[src/rtl/uart_packet_decode_pkg.sv]
// uart_packet_decode_pkg
//   Shared parameters and types for the UART packet decoder.
//   PACKET_WIDTH : number of bytes that make up one packet
//   rx_state_e   : bit-level receive FSM states
package uart_packet_decode_pkg;

  localparam int PACKET_WIDTH = 8;

  typedef enum logic [1:0] {
    IDLE  = 2'd0,
    START = 2'd1,
    DATA  = 2'd2,
    STOP  = 2'd3
  } rx_state_e;

endpackage

[src/rtl/uart_rx_byte.sv]
// uart_rx_byte
//   8N1 UART byte receiver: input synchronizer, bit FSM and bit counter.
//   Ports:
//     clk           : clock, rising edge
//     rst           : asynchronous active-high reset
//     rxd_i         : raw asynchronous serial line (idle high)
//     byte_o        : last received byte (valid with byte_valid_o)
//     byte_valid_o  : one-cycle pulse, byte accepted with a good stop bit
//     frame_error_o : one-cycle pulse, stop bit sampled low
//     start_o       : falling edge seen while idle (start of a new frame)
//     idle_o        : receiver is in IDLE
module uart_rx_byte
  import uart_packet_decode_pkg::*;
#(
  parameter int CLKS_PER_BIT = 868
) (
  input  logic       clk,
  input  logic       rst,
  input  logic       rxd_i,
  output logic [7:0] byte_o,
  output logic       byte_valid_o,
  output logic       frame_error_o,
  output logic       start_o,
  output logic       idle_o
);

  localparam int CNT_W = $clog2(CLKS_PER_BIT);

  logic             sync1_q;
  logic             sync2_q;
  logic [1:0]       fill_q;
  logic             prevRx_q;
  rx_state_e        state_q;
  logic [CNT_W-1:0] cnt_q;
  logic [2:0]       bitIdx_q;
  logic [7:0]       shift_q;
  logic             errWait_q;
  logic [7:0]       byte_q;
  logic             byteValid_q;
  logic             frameErr_q;
  logic             startEdge;

  // Two-flop synchronizer. prevRx_q only starts following the line once
  // the pipeline holds real samples, so a line that is already low when
  // reset releases never looks like a falling edge.
  always_ff @(posedge clk or posedge rst) begin
    if (rst) begin
      sync1_q  <= 1'b1;
      sync2_q  <= 1'b1;
      fill_q   <= 2'b00;
      prevRx_q <= 1'b0;
    end else begin
      sync1_q  <= rxd_i;
      sync2_q  <= sync1_q;
      fill_q   <= {fill_q[0], 1'b1};
      prevRx_q <= fill_q[1] ? sync2_q : 1'b0;
    end
  end

  assign startEdge = (state_q == IDLE) && prevRx_q && !sync2_q;

  // Bit FSM. The counter is loaded on entry to each bit and the line is
  // sampled when it reaches zero, which lands on the middle of every bit.
  // After a bad stop bit the FSM lingers in STOP until the line is high.
  always_ff @(posedge clk or posedge rst) begin
    if (rst) begin
      state_q     <= IDLE;
      cnt_q       <= '0;
      bitIdx_q    <= '0;
      shift_q     <= '0;
      errWait_q   <= 1'b0;
      byte_q      <= '0;
      byteValid_q <= 1'b0;
      frameErr_q  <= 1'b0;
    end else begin
      byteValid_q <= 1'b0;
      frameErr_q  <= 1'b0;
      case (state_q)
        IDLE: begin
          if (startEdge) begin
            state_q <= START;
            cnt_q   <= CNT_W'(CLKS_PER_BIT / 2 - 1);
          end
        end
        START: begin
          if (cnt_q == '0) begin
            if (!sync2_q) begin
              state_q  <= DATA;
              cnt_q    <= CNT_W'(CLKS_PER_BIT - 1);
              bitIdx_q <= '0;
            end else begin
              state_q <= IDLE;
            end
          end else begin
            cnt_q <= cnt_q - 1'b1;
          end
        end
        DATA: begin
          if (cnt_q == '0) begin
            shift_q  <= {sync2_q, shift_q[7:1]};
            cnt_q    <= CNT_W'(CLKS_PER_BIT - 1);
            bitIdx_q <= bitIdx_q + 3'd1;
            if (bitIdx_q == 3'd7) begin
              state_q <= STOP;
            end
          end else begin
            cnt_q <= cnt_q - 1'b1;
          end
        end
        STOP: begin
          if (errWait_q) begin
            if (sync2_q) begin
              errWait_q <= 1'b0;
              state_q   <= IDLE;
            end
          end else if (cnt_q == '0) begin
            if (sync2_q) begin
              byte_q      <= shift_q;
              byteValid_q <= 1'b1;
              state_q     <= IDLE;
            end else begin
              frameErr_q <= 1'b1;
              errWait_q  <= 1'b1;
            end
          end else begin
            cnt_q <= cnt_q - 1'b1;
          end
        end
        default: state_q <= IDLE;
      endcase
    end
  end

  assign byte_o        = byte_q;
  assign byte_valid_o  = byteValid_q;
  assign frame_error_o = frameErr_q;
  assign start_o       = startEdge;
  assign idle_o        = (state_q == IDLE);

endmodule

[src/rtl/uart_packet_decode.sv]
// uart_packet_decode
//   Reassembles PACKET_WIDTH bytes from a UART line into a packet.
//   Ports:
//     clk          : clock, rising edge
//     rst          : asynchronous active-high reset
//     uart_rxd     : asynchronous serial line, 8N1, LSB first, idle high
//     packet       : last complete packet, first received byte in the top index
//     packet_valid : one-cycle pulse when packet updates
//     frame_error  : one-cycle pulse on a bad stop bit
module uart_packet_decode
  import uart_packet_decode_pkg::*;
#(
  parameter int CLKS_PER_BIT  = 868,
  parameter int IDLE_GAP_BITS = 20
) (
  input  logic                         clk,
  input  logic                         rst,
  input  logic                         uart_rxd,
  output logic [PACKET_WIDTH-1:0][7:0] packet,
  output logic                         packet_valid,
  output logic                         frame_error
);

  localparam int IDX_W   = (PACKET_WIDTH > 1) ? $clog2(PACKET_WIDTH) : 1;
  localparam int GAP_MAX = IDLE_GAP_BITS * CLKS_PER_BIT;
  localparam int GAP_W   = $clog2(GAP_MAX + 1);
  localparam logic [IDX_W-1:0] LAST_IDX = IDX_W'(PACKET_WIDTH - 1);

  logic [7:0]                   rxByte;
  logic                         rxByteValid;
  logic                         rxFrameError;
  logic                         rxStart;
  logic                         rxIdle;

  logic [IDX_W-1:0]             byteIdx_q, byteIdx_d;
  logic [PACKET_WIDTH-1:0][7:0] shadow_q, shadow_d;
  logic [GAP_W-1:0]             gap_q, gap_d;
  logic [PACKET_WIDTH-1:0][7:0] packet_q, packet_d;
  logic                         packetValid_q, packetValid_d;
  logic [IDX_W-1:0]             slot;
  logic                         gapExpired;

  uart_rx_byte #(
    .CLKS_PER_BIT(CLKS_PER_BIT)
  ) uRxByte (
    .clk          (clk),
    .rst          (rst),
    .rxd_i        (uart_rxd),
    .byte_o       (rxByte),
    .byte_valid_o (rxByteValid),
    .frame_error_o(rxFrameError),
    .start_o      (rxStart),
    .idle_o       (rxIdle)
  );

  // First byte of a packet goes to the highest index.
  assign slot       = LAST_IDX - byteIdx_q;
  assign gapExpired = (gap_q == GAP_W'(GAP_MAX));

  // Packet assembly: bytes collect in the shadow register and are copied
  // to the output only when the last byte arrives. A frame error or a
  // too-long idle gap throws away the partial packet.
  always_comb begin
    byteIdx_d     = byteIdx_q;
    shadow_d      = shadow_q;
    packet_d      = packet_q;
    packetValid_d = 1'b0;
    if (rxFrameError) begin
      byteIdx_d = '0;
      shadow_d  = '0;
    end else if (rxByteValid) begin
      shadow_d[slot] = rxByte;
      if (byteIdx_q == LAST_IDX) begin
        packet_d      = shadow_d;
        packetValid_d = 1'b1;
        byteIdx_d     = '0;
        shadow_d      = '0;
      end else begin
        byteIdx_d = byteIdx_q + 1'b1;
      end
    end else if (gapExpired) begin
      byteIdx_d = '0;
      shadow_d  = '0;
    end
  end

  // Gap timer runs only while idle mid-packet; a start edge restarts it.
  always_comb begin
    gap_d = gap_q + 1'b1;
    if (rxStart || !rxIdle || (byteIdx_q == '0) || gapExpired) begin
      gap_d = '0;
    end
  end

  always_ff @(posedge clk or posedge rst) begin
    if (rst) begin
      byteIdx_q     <= '0;
      shadow_q      <= '0;
      gap_q         <= '0;
      packet_q      <= '0;
      packetValid_q <= 1'b0;
    end else begin
      byteIdx_q     <= byteIdx_d;
      shadow_q      <= shadow_d;
      gap_q         <= gap_d;
      packet_q      <= packet_d;
      packetValid_q <= packetValid_d;
    end
  end

  assign packet       = packet_q;
  assign packet_valid = packetValid_q;
  assign frame_error  = rxFrameError;

endmodule
[config.mk]
export PLATFORM = sky130hd
export DESIGN_NAME = uart_packet_decode
export DESIGN_NICKNAME = d
export VERILOG_FILES = /design/src/rtl/uart_packet_decode_pkg.sv /design/src/rtl/uart_rx_byte.sv /design/src/rtl/uart_packet_decode.sv
export SDC_FILE = /design/constraint.sdc
export NUM_CORES = 1
export LEC_CHECK = 0
export CAP_MARGIN = 20
export CORE_MARGIN = 3
export CORE_UTILIZATION = 55
export CTS_BUF_LIST = sky130_fd_sc_hd__clkbuf_8
export CTS_CLUSTER_DIAMETER = 150
export CTS_CLUSTER_SIZE = 30
export DETAILED_ROUTE_END_ITERATION = 16
export HOLD_SLACK_MARGIN = 0.05
export PLACE_DENSITY_LB_ADDON = 0.12
export RECOVER_POWER = 25
export SKIP_CTS_REPAIR_TIMING = 1
export SKIP_LAST_GASP = 1
export SLEW_MARGIN = 30
export SYNTH_ARGS = -nofsm -noshare
export SYNTH_HDL_FRONTEND = slang
export SYNTH_HIERARCHICAL = 1
export SYNTH_SLANG_ARGS = --single-unit
[constraint.sdc]
create_clock -name clk -period 6.4 [get_ports clk]
set_input_delay 1.28 -clock clk [delete_from_list [all_inputs] [get_ports clk]]
set_output_delay 1.28 -clock clk [all_outputs]
set_load 0.01 [all_outputs]
**Word-level counts from Yosys, hierarchy flattened**

Cells that the tools add are included.

- Register bits: 186
- Output and inout port bits: 66
- Word-level logic and storage cells: 119

- $add $sub $neg: 5
- $lt $le $gt $ge: 2
- Equal/unequal tests: 15
- Multiplexer cells: 45
- Bitwise operators: 2
- Reductions and logical operators: 19

Operator list:

| cell | count |
|---|---|
| 2-to-1 mux 64 bit | 4 |
| bitwise mux 64 bit | 1 |
| 2-to-1 mux 10 bit | 6 |
| one-hot mux 10 bit (4 select lines) | 1 |
| demux 8 bit (select 3 bit) | 1 |
| 2-to-1 mux 3 bit | 7 |
| 2-to-1 mux 2 bit | 8 |
| adder 15 x 1 -> 15 bit (second input constant) | 1 |
| == test 15 bit (second input constant) | 1 |
| 2-to-1 mux 15 bit | 1 |
| 2-to-1 mux 1 bit | 13 |
| AND reduction 4 bit | 3 |
| logical NOT 10 bit | 1 |
| subtractor 10 x 1 -> 10 bit (second input constant) | 1 |
| 2-to-1 mux 8 bit | 1 |
| != test 2 bit (second input constant) | 4 |
| one-hot mux 2 bit (4 select lines) | 1 |
| adder 3 x 1 -> 3 bit (second input constant) | 2 |
| == test 3 bit (second input constant) | 2 |
| != test 2 x 1 -> 1 bit (second input constant) | 3 |
| one-hot mux 3 bit (2 select lines) | 1 |
| AND reduction 5 bit | 1 |
| == test 2 bit (second input constant) | 2 |
| less-than comparator 3 x 4 -> 1 bit (second input constant) | 1 |
| other kinds (15) | 21 |

**Longest topological paths before layout**

- Word-level depth: 9
- Depth in mapped cells: 8
- Depth with buffers taken out: 7

**Hierarchy**

Netlist, hierarchy kept.

By module, submodules not included:

| module | instances | cells each | area an instance (µm²) |
|---|---|---|---|
| uart_packet_decode | 1 | 485 | 6037.0 |
| uart_rx_byte | 1 | 179 | 1970.6 |

**Least setup slack after synthesis**

Ideal clock, no wire load.

- Kind: register to register
- Start: register byteIdx_q[0]
- End: register shadow_q[56] (netlist bit)
- Library setup time: 0.067 ns
- Arrival: 1.851 ns
- Path slack: 4.482 ns
- Stages on the path, launching flop included: 7
- Period minus slack after synthesis: 1.918 ns
- Cell sequence: dfrtp_1 > ha_1 > ha_1 > or3b_1 > clkbuf_1 > o22ai_1 > a22o_1

- Word-level cells in the longest chain between the ends: 9
- Elaborated cells between the ends (all ways): 11

RTL lines:

| item | line | source |
|---|---|---|
| start, declared | uart_packet_decode.sv:35 | `logic [IDX_W-1:0] byteIdx_q, byteIdx_d;` |
| start signal, assigned | uart_packet_decode.sv:103 | `byteIdx_q <= byteIdx_d;` |
| subtractor 3 bit | uart_packet_decode.sv:57 | `assign slot = LAST_IDX - byteIdx_q;` |
| less-than comparator 3 x 4 -> 1 bit (not written as such) / greater-or-equal comparator 3 x 1 -> 1 bit (equally long branches) | uart_packet_decode.sv:72 | `shadow_d[slot] = rxByte;` |
| logical AND 1 bit (not written as such) | uart_packet_decode.sv:72 |  |
| 2-to-1 mux 8 bit (not written as such) | uart_packet_decode.sv:72 |  |
| demux 8 bit (select 3 bit) | uart_packet_decode.sv:72 |  |
| bitwise mux 64 bit | uart_packet_decode.sv:72 |  |
| 2-to-1 mux 64 bit * | uart_packet_decode.sv:73 | `if (byteIdx_q == LAST_IDX) begin` |
| 2-to-1 mux 64 bit * | uart_packet_decode.sv:71 | `end else if (rxByteValid) begin` |
| 2-to-1 mux 64 bit * | uart_packet_decode.sv:68 | `if (rxFrameError) begin` |
| end signal, assigned | uart_packet_decode.sv:104 | `shadow_q <= shadow_d;` |
| end, declared | uart_packet_decode.sv:36 | `logic [PACKET_WIDTH-1:0][7:0] shadow_q, shadow_d;` |

Mark *: on every way between the ends. The rest lies on a longest branch, timed or not.
A chain may end at the register's enable or synchronous reset.

**Worst setup path in the final report**

- Start: register byteIdx_q[0]
- End: register packet_q, in the netlist packet[63]

- Word-level cells in the longest chain between the ends: 6
- Elaborated cells between the ends (all ways): 9

RTL lines:

| item | line | source |
|---|---|---|
| subtractor 3 bit | uart_packet_decode.sv:57 |  |
| less-than comparator 3 x 4 -> 1 bit (not written as such) / greater-or-equal comparator 3 x 1 -> 1 bit (equally long branches) | uart_packet_decode.sv:72 |  |
| logical AND 1 bit (not written as such) | uart_packet_decode.sv:72 |  |
| 2-to-1 mux 8 bit (not written as such) | uart_packet_decode.sv:72 |  |
| demux 8 bit (select 3 bit) | uart_packet_decode.sv:72 |  |
| bitwise mux 64 bit | uart_packet_decode.sv:72 |  |
| end signal, assigned | uart_packet_decode.sv:106 | `packet_q <= packet_d;` |
| end, declared | uart_packet_decode.sv:38 | `logic [PACKET_WIDTH-1:0][7:0] packet_q, packet_d;` |

Several ways; a longest one is shown, not always the timed one.

==> impl_metrics.yaml <==
pwr:
  seqPwrFrac_pct: 54.9
  power_density_nw_per_um2: 253
  total_switching_power_mw: 0.674
  pwr-share-comb_pct: 16.7
  clkPwrFrac_pct: 28.4
  p_leak_nw: 4.32
  power.share.switching_pct: 29.4
  cell_internal_pwr_mw: 1.62
  total_power_mw: 2.29
  max-vdd-ir-drop_uv: 238
logic_synthesis:
  ys_types: 65
  synth_edf_count: 0
  synth-compound-area-share_pct: 13.6
  mappedNetlistArea_um2: 8010
  ys_seq_area_share_pct: 58.2
  synth_simple_gate_area_share_pct: 10.0
  async_reset_ff_share_pct: 100
  ys_ff_latch: 186
  synth_fa_ha_area_share_pct: 2.34
  synthesis.nets: 682
  synth.avg_cell_area_um2: 12.1
  ys.flop_type: "dfrtp_1"
  synth_mux_area_share_pct: 11.0
  synth_top_family_by_area: "compound AO/OA/AOI/OAI gates"
  yosysWarnings: 6
  synth_xor_area_share_pct: 1.42
  syn_inst: 664
worst_setup_path:
  cp_num_buf_inv: 1
  path_cells: "ha_1, nand3_1, buf_12, mux2_2"
  critPathLaunchType: "flop"
  cp_top_family: "simple AND/OR/NAND/NOR gates"
  critPathMaxFanout: 60
  crit_path_top_delay_cell: "nand3_1"
  cp-end-kind: "flop"
  arrival_ns: 3.58
  reg2reg_setup_slack_ns: 3.16
  critPathRequiredTime_ns: 6.74
  worstSetupPathType: "flop to flop"
  critPathMaxStageDelay_ns: 1.28
cts:
  cts.htree.levels: 4
  cts_root_buf: "clkbuf_8"
  worstSkewPairLatency_ns: 0.46
  clkSinkCount: 186
  cts_tree: "built"
  clockBufferDepth: 2
  clk_pin_slew_ns: 0.08
  cts_buffers: 17
timing:
  fmax_ghz: 0.309
  tightestPinTransition_ns: 1.87
  maxSlewHeadroom_pct: -25.2
  rsz0062_at_grt: "no"
  hold_viol_final: 0
  holdWs_ns: 0.355
  finClkSkew_ns: 0.00863
  setup_tns_ns: 0
  finalCriticalPeriod_ns: 3.24
  setup_viol: 0
  slew_violations: 60
  finalCritPeriodShare_pct: 50.6
floorplan:
  core_region_area_um2: 14000
  ioPinCount: 69
  start_util_pct: 57.0
  die_w_um: 127
  std_cell_rows: 43
  die-area_um2: 16000
  die_y_um: 127
global_routing:
  grt_pass1_wl_um: 28600
  grt_max_degree: 97
  track_usage_pct: 22.1
  grt_overflow: 0
  antenna_found_initial: 0
  grt_pass1_vias: 5478
job:
  maxCapViolations: 1
layout:
  drive_gt1_share_pct: 13.1
  nNetsFinal: 731
  n_antenna_cell: 0
  syn_to_final_growth_pct: 13.4
  final_cells: 905
  fin_util_pct: 64.7
placement:
  io_buffer_count: 68
  place_hpwl_um: 11100
  gp_congestion: 0.871
  dp_cells: 873
outcome:
  status: "finished with violations"
  violations: "max-capacitance violations, max-slew violations"
routing:
  route.detailed.drc: 0
  wl_per_cell_um: 18.6
  drtIter0Drc: 472
  dr.pass1.iters: 5
  ant_nets: 0
  routed_wirelength_um: 16900
  vias_per_cell: 5.96
  vias: 5393
hold_path:
  worstHoldPathType: "flop to flop"
Yosys cell counts, types with 2 or more instances:
| cell type | count | area, um2 |
|---|---|---|
| o21ai_0 | 40 | 200 |
| a31oi_1 | 6 | 37.5 |
| xor2_1 | 8 | 70.1 |
| buf_1 | 5 | 18.8 |
| nor3_1 | 10 | 50.1 |
| nor2_1 | 36 | 135 |
| o21a_1 | 2 | 15.0 |
| buf_2 | 6 | 30.0 |
| buf_6 | 2 | 22.5 |
| a21o_1 | 2 | 15.0 |
| nand2b_1 | 3 | 18.8 |
| clkbuf_1 | 24 | 90.1 |
| nand3b_1 | 3 | 22.5 |
| and2_1 | 6 | 37.5 |
| a211oi_1 | 2 | 15.0 |
| nand2_1 | 46 | 173 |
| ha_1 | 15 | 188 |
| and3_1 | 3 | 18.8 |
| o21ai_1 | 7 | 35.0 |
| a21oi_1 | 9 | 45.0 |
| xnor2_1 | 5 | 43.8 |
| dfrtp_1 | 184 | 4600 |
| nor4_1 | 5 | 31.3 |
| dfstp_2 | 2 | 52.6 |
| mux2_2 | 49 | 552 |
| nor2b_1 | 2 | 12.5 |
| nand3_1 | 13 | 65.1 |
| buf_4 | 3 | 22.5 |
| o22ai_1 | 4 | 25.0 |
| a22o_1 | 67 | 587 |
| and4_1 | 2 | 17.5 |
| mux2i_1 | 33 | 330 |
| nor3b_1 | 2 | 15.0 |
| inv_1 | 22 | 82.6 |
| nand4_1 | 6 | 37.5 |
power by group through the flow:
stage	Sequential [mW]	Combinational, mW	Clock [mW]
2_1_floorplan	1.27	0.313	0
3_3_place_gp	1.28	0.368	0
3_5_place_dp	1.28	0.380	0
4_1_cts	1.26	0.382	0.671
5_1_grt	1.27	0.438	0.718
6_report	1.26	0.384	0.651
kinds of logic after synthesis:
group | count (synthesis)
AND/OR/NAND/NOR | 153
XOR/XNOR | 13
flip-flops | 186
adder cells (fa/ha/maj) | 15
other | 1
AO/OA/AOI/OAI | 151
multiplexers | 82
buffers and inverters | 63
final timing paths:
check                                       start                 to  depth (start not counted)
max in group asynchronous                     rst       shadow_q[23]                          3
min in group asynchronous                     rst  uRxByte/fill_q[0]                          2
worst min register to register  uRxByte/fill_q[0]  uRxByte/fill_q[1]                          0
worst max-delay path                 byteIdx_q[0]         packet[63]                          4
worst min-delay path            uRxByte/fill_q[0]  uRxByte/fill_q[1]                          0
worst max register to register       byteIdx_q[0]         packet[63]                          4
cell usage in the layout (no fill, tap or decap), types with 3 or more instances in the layout:
cell,netlist,final
mux2i_1,33,33
nand3_1,13,13
nand2_1,46,46
o21ai_1,7,7
a22o_1,67,67
xnor2_1,5,5
inv_1,22,25
clkinv_2,0,7
a21oi_1,9,9
clkdlybuf4s50_1,0,66
nor3_1,10,10
and2_1,6,5
nand2b_1,3,3
xor2_1,8,8
nor4_1,5,5
nand3b_1,3,3
clkbuf_8,0,18
o21ai_0,40,40
mux2_2,49,49
o22ai_1,4,4
nand4_1,6,6
a31oi_1,6,6
dfrtp_1,184,184
ha_1,15,15
and3_1,3,3
nor2_1,36,36
through the flow:
stage | instance area, um2 | worst slack, ns
6_report | 9080 | 3.16
5_1_grt | 9080 | 2.83
4_1_cts | 9070 | 3.61
3_5_place_dp | 8760 | 3.19
3_3_place_gp | 8760 | 3.29
2_1_floorplan | 8010 | 1.17
state kept, by name, indices dropped and copies added (netlist names), 3 cells and up, named ones only:
| signal | cells |
|---|---|
| uRxByte/bitIdx_q | 3 |
| byteIdx_q | 3 |
| shadow_q | 64 |
| uRxByte/byte_o | 8 |
| packet | 64 |
| uRxByte/shift_q | 8 |
| gap_q | 15 |
| uRxByte/cnt_q | 10 |
metal layers:
| metal | global-route usage (%) | routed length, um |
|---|---|---|
| met4 | 6.44 | 237 |
| met2 | 35.1 | 8200 |
| met1 | 31.6 | 7790 |
| met3 | 4.00 | 657 |
| met5 | 0 | 0 |
cell type report:
| cell class | instances | area [um2] |
|---|---|---|
| fillers | 1073 | 4960 |
| flip-flops and latches | 186 | 4660 |
| multi-input cells | 415 | 3080 |
| repair buffers | 71 | 716 |
| clock buffers | 18 | 248 |
| well taps | 180 | 225 |
| inverters | 22 | 87.6 |
| clock inverters | 13 | 66.3 |
Note: power is estimated with default switching activity, not from simulation.
